--- src/rtl/pwm_decoder.sv ---
// Two-phase PWM receiver: recovers 8-bit duty, direction and activity from an A/B pair.
// Optional glitch filter on the synchronised inputs: define PWM_DEC_GLITCH_FILTER_EN.
module pwm_decoder #(
  parameter int clk_hz     = 25000000,
  parameter int pwm_hz     = 250,
  parameter int FILTER_LEN = 4
) (
  input  logic       clk,
  input  logic       rst,
  input  logic       pwm_inA,
  input  logic       pwm_inB,
  output logic [7:0] duty_cycle,
  output logic       direction,
  output logic       active,
  output logic       valid,
  output logic       fault
);

  localparam int PERIOD  = clk_hz / pwm_hz;
  localparam int DIV     = PERIOD / 256;
  localparam int TIMEOUT = 2 * PERIOD;
  localparam int PW      = $clog2(TIMEOUT);
  localparam int DW      = (DIV > 1) ? $clog2(DIV) : 1;
  // The edge cycle itself is a high cycle of the new channel, so counting starts one step in.
  localparam logic [DW-1:0] PRESC0 = (DIV == 1) ? '0 : DW'(1);
  localparam logic [7:0]    HI0    = (DIV == 1) ? 8'd1 : 8'd0;

  localparam logic [1:0] IDLE  = 2'd0;
  localparam logic [1:0] MEAS  = 2'd1;
  localparam logic [1:0] FAULT = 2'd2;

  if (DIV < 1 || FILTER_LEN < 1) begin : g_param_chk
    $error("pwm_decoder: clk_hz/pwm_hz must be >= 256 and FILTER_LEN >= 1");
  end

  function automatic logic [7:0] sat_inc(input logic [7:0] v);
    return (v == 8'hff) ? v : v + 8'd1;
  endfunction

  logic a_p0, a_p1, b_p0, b_p1;
  logic fa, fb, fa_p2, fb_p2;
  logic rise_a, rise_b, lvl;
  logic [1:0]    state;
  logic          ch;
  logic [PW-1:0] per_cnt;
  logic [DW-1:0] presc;
  logic [7:0]    hi_ticks;

  // p0/p1: synchroniser stages; left unreset so a level held across reset is not seen as an edge
  always_ff @(posedge clk) begin
    a_p0 <= pwm_inA;
    a_p1 <= a_p0;
    b_p0 <= pwm_inB;
    b_p1 <= b_p0;
  end

`ifdef PWM_DEC_GLITCH_FILTER_EN
  localparam int FW = $clog2(FILTER_LEN + 1);
  logic [FW-1:0] fa_cnt, fb_cnt;

  always_ff @(posedge clk) begin
    if (a_p1 == fa) begin
      fa_cnt <= '0;
    end else if (fa_cnt == FW'(FILTER_LEN - 1)) begin
      fa     <= a_p1;
      fa_cnt <= '0;
    end else begin
      fa_cnt <= fa_cnt + FW'(1);
    end
    if (b_p1 == fb) begin
      fb_cnt <= '0;
    end else if (fb_cnt == FW'(FILTER_LEN - 1)) begin
      fb     <= b_p1;
      fb_cnt <= '0;
    end else begin
      fb_cnt <= fb_cnt + FW'(1);
    end
  end
`else
  assign fa = a_p1;
  assign fb = b_p1;
`endif

  // p2: registered copy of the FSM-side level for rising-edge detection
  always_ff @(posedge clk) begin
    fa_p2 <= fa;
    fb_p2 <= fb;
  end

  assign rise_a = fa & ~fa_p2;
  assign rise_b = fb & ~fb_p2;
  assign lvl    = ch ? fb : fa;

  always_ff @(posedge clk) begin
    if (!rst) begin
      state      <= IDLE;
      ch         <= 1'b0;
      per_cnt    <= '0;
      presc      <= '0;
      hi_ticks   <= '0;
      duty_cycle <= '0;
      direction  <= 1'b0;
      active     <= 1'b0;
      valid      <= 1'b0;
      fault      <= 1'b0;
    end else begin
      valid <= 1'b0;
      if (state != FAULT && fa && fb) begin
        fault  <= 1'b1;
        active <= 1'b0;
        state  <= FAULT;
      end else begin
        case (state)
          IDLE: begin
            if (rise_a || rise_b) begin
              state    <= MEAS;
              ch       <= rise_b;
              per_cnt  <= PW'(1);
              presc    <= PRESC0;
              hi_ticks <= HI0;
            end
          end
          MEAS: begin
            if (rise_a || rise_b) begin
              duty_cycle <= hi_ticks;
              direction  <= ch;
              active     <= 1'b1;
              valid      <= 1'b1;
              ch         <= rise_b;
              per_cnt    <= PW'(1);
              presc      <= PRESC0;
              hi_ticks   <= HI0;
            end else if (per_cnt == PW'(TIMEOUT - 1)) begin
              duty_cycle <= lvl ? 8'hff : 8'h00;
              direction  <= ch;
              active     <= 1'b0;
              valid      <= 1'b1;
              state      <= IDLE;
              per_cnt    <= '0;
              presc      <= '0;
              hi_ticks   <= '0;
            end else begin
              per_cnt <= per_cnt + PW'(1);
              if (lvl) begin
                if (presc == DW'(DIV - 1)) begin
                  presc    <= '0;
                  hi_ticks <= sat_inc(hi_ticks);
                end else begin
                  presc <= presc + DW'(1);
                end
              end
            end
          end
          default: ;
        endcase
      end
    end
  end

endmodule

--- config.mk ---
export PLATFORM = sky130hd
export DESIGN_NAME = pwm_decoder
export DESIGN_NICKNAME = d
export VERILOG_FILES = /design/src/rtl/pwm_decoder.sv
export SDC_FILE = /design/constraint.sdc
export NUM_CORES = 1
export LEC_CHECK = 0
export BUFFER_PORTS_ARGS = -buffer_cell sky130_fd_sc_hd__clkbuf_2
export CAP_MARGIN = 5
export CORE_ASPECT_RATIO = 1.5
export CORE_MARGIN = 1
export CORE_UTILIZATION = 65
export DETAILED_ROUTE_END_ITERATION = 6
export PLACE_DENSITY = 0.95
export RECOVER_POWER = 50
export SETUP_SLACK_MARGIN = 0.3
export SLEW_MARGIN = 10
export SYNTH_ARGS = -nofsm -noshare
export SYNTH_HDL_FRONTEND = slang
export SYNTH_SLANG_ARGS = --single-unit
--- constraint.sdc ---
create_clock -name clk -period 3.9 [get_ports clk]
set_input_delay 0.585 -clock clk [delete_from_list [all_inputs] [get_ports clk]]
set_output_delay 0.585 -clock clk [all_outputs]
set_load 0.01 [all_outputs]
==> results.md <==
- Vias after detailed routing: 2275
- Worst Hold Depth: 0
- CTS resizes: 0
- Crit. End Element: flip-flop
- Leak Pwr: 0.946 nW
- Layout Cells excl Fill: 364
- Synth warn: 0
- Final layout net count: 326
- Post-route ant nets: 0
- Max incr delay on CP: 0.97 ns
- Avg Inst Size Synth: 9.01 um2
- Clock Root Buffer: clkbuf_8
- Final HPWL DP: 3.99 mm
- Max-cap violations: 0
- EDFF count, synth: 0
- Vias in the first global route: 2113
- Seq cells post-synth: 56
- Clk_lat worst skew: 0.31 ns
- CP Launch Type: flip-flop
- Cell Pwr Density: 342 nW/um2
- Endpoints failing setup: 0
- WP data required: 4.14 ns
- Clk slew on worst S/H paths: 0.10 ns
- Top_reg_cell synth: dfxtp_1
- Antenna cell count: 0
- Post-synth ARST share: 0
- Synthesized cell area: 2780 um2
- Largest net degree at the start of global routing: 30
- Gp weighted congestion: 0.914
- Gate Count Post-Synth: 309
- I/O Buffers: 15
- Setup_tns: 0 ns
- Initial antenna violation count: 0
- Critical path class: flip-flop to flip-flop
- Tightest Pin Transition: 1.11 ns
- # rows: 28
- Worst hold path type: flip-flop to flip-flop
- R2r endpoint: duty_cycle[4]
- Pins Over Slew Limit: 0
- Fmax: 376 MHz
- WL per Instance: 14.8 um
- Final instance area: 2880 um2
- DRT iter0 DRCs: 81
- Status: finished clean
- Seq/Total Area, Yosys: 0.403
- Distinct cells, synth: 57
- CP max stage cell: a221oi_1
- R2R depth: 6
- Initial Utilization: 0.691
- Hold_buf cts: 0
- H-tree depth: 2
- Peak supply drop: 0.352 mV
- Core ar.: 4030 um2
- Post-CTS setup buffers: 0
- Max Fanout on Critical Path: 10
- Worst reg2reg startpoint: per_cnt[0]
- Via density: 6.25
- CTS max path bufs: 2
- Commonest cells after routing, fill and taps aside: 56 x dfxtp_1, 30 x nand2_1, 30 x nor2_1, 19 x o21ai_0, 16 x nand3_1
- First-pass GRT wire length: 9.17 mm
- Period utilization: 0.682
- Worst Skew: 0.0128 ns
- All-Layer GR Usage: 0.251
- Worst Path Arrival: 2.90 ns
- TritonRoute pass-1 iters: 4
- Post-Route WL: 5.37 mm
- Final hold violation count: 0
- Setup ws final: 1.24 ns
- Leading cell type in the layout, fill and taps excluded: dfxtp_1
- Placed cell areas: 2840 um2
- Die Span Y: 82.1 um
- Endpoint, Worst Hold: a_p1
- Mapped Nets: 317
- Residual DRC count: 0
- Die area: 4550 um2
- Worst slack, placed: 1.42 ns
- Layout cell share with drive strength beyond 1: 0.0972
- Rel. slew slack: 0.261
- HP Start: a_p0
- Filler cells: 301
- Clock tree sinks: 56
- CP Cell Sequence: ha_1 > nor3b_1 > nand2_1 > a221oi_1 > o211ai_1 > a21boi_0
- Die Wd: 55.4 um
- Reg2reg setup slack: 1.24 ns
- Minimum clock period: 2.66 ns
- CTS tree: yes
- Area Growth Syn to Fin: 3.64%
- Placed Cells: 356
- CTS buffer count: 5
- Total global routing overflow: 0
- I/O pin total: 16
- RSZ-0062 raised after global routing: no
synth_stat cells (all sizes together) (2+ instances only):
master,instances,area share
nor3b,3,0.016
a21oi,9,0.016
clkbuf,5,0.0067
xor2,13,0.041
and4,6,0.019
o31ai,6,0.021
ha,4,0.018
nor4b,3,0.015
mux2i,2,0.0072
nand2b,3,0.0076
xnor2,4,0.013
a211oi,2,0.0054
nand4,5,0.011
nand3b,3,0.0094
nor2,31,0.043
buf,8,0.021
nor3,5,0.015
dfxtp,56,0.40
nor2b,6,0.013
o21ai,28,0.052
a21boi,14,0.038
inv,4,0.0054
and2,6,0.014
and4bb,3,0.013
nand2,30,0.041
and3,6,0.013
o211ai,10,0.027
nor4,3,0.017
a31oi,5,0.011
nand3,16,0.029
state kept, by name, summed over array words and instances (netlist names):
signal	cells
b_p1	1
b_p0	1
valid	1
state	2
fa_p2	1
presc	9
ch	1
a_p1	1
active	1
per_cnt	18
hi_ticks	8
a_p0	1
direction	1
fault	1
duty_cycle	8
fb_p2	1
how the worst max path moves through the flow:
stage                           from       endpoint  slack, ns  cells after the start
after floorplan           per_cnt[0]    per_cnt[10]       2.09                      9
after global placement    per_cnt[0]       presc[7]       1.58                      7
after detailed placement  per_cnt[0]       presc[8]       1.42                      7
after CTS                 per_cnt[0]       presc[8]       1.36                      7
after global routing      per_cnt[0]  duty_cycle[3]       0.89                      6
final                     per_cnt[0]  duty_cycle[4]       1.24                      6
kinds of logic (layout without fill, tap and decap cells):
| logic type | count (synthesis) | in the layout | share of synthesized area |
|---|---|---|---|
| compound gates | 81 | 81 | 0.199 |
| xor+xnor | 17 | 17 | 0.0535 |
| fa+ha+maj | 4 | 4 | 0.0180 |
| buf+inv | 17 | 27 | 0.0328 |
| flops | 56 | 56 | 0.403 |
| mux | 2 | 2 | 0.00719 |
| simple gates | 132 | 132 | 0.286 |
metal layers:
layer  global-route usage  part of all wire
met1                0.281              0.41
met2                0.449              0.53
met3               0.0498             0.032
met4                0.140             0.026
met5                    0                 0
per-stage QoR:
| step | util | total power, mW | hold WS [ns] |
|---|---|---|---|
| 6_report | 0.716 | 0.987 | 0.339 |
| 4_1_cts | 0.727 | 0.996 | 0.347 |
| 2_1_floorplan | - | 0.678 | 0.310 |
| 3_3_place_gp | 0.704 | 0.689 | 0.312 |
| 3_5_place_dp | 0.704 | 0.693 | 0.333 |
| 5_1_grt | 0.716 | 1.03 | 0.346 |
area by class of cell:
type                            instances  area [um2]  area share
Tap cell                               45        56.3      0.0195
Inverter                                4        15.0     0.00521
Multi-Input combinational cell        236        1540       0.534
Timing Repair Buffer                   15        60.1      0.0208
Sequential cell                        56        1120       0.389
Clock inverter                          3        23.8     0.00824
Clock buffer                            5        68.8      0.0239
critical path, delay by kind of cell, from the launching register on:
family                   cells  cell delay [ns]
adder cells (fa/ha/maj)      1             0.25
AO/OA/AOI/OAI                3             1.38
AND/OR/NAND/NOR              2             0.56
flip-flops                   1             0.39
report_power, final:
group | switching, mW | internal, mW | total (mW) | leakage [nW]
Combinational | 0.0552 | 0.0264 | 0.0816 | 0.451
Clock | 0.183 | 0.127 | 0.310 | 0.0404
Sequential | 0.0120 | 0.583 | 0.595 | 0.455
Total | 0.250 | 0.737 | 0.987 | 0.946
Note: power is estimated with default switching activity, not from simulation.
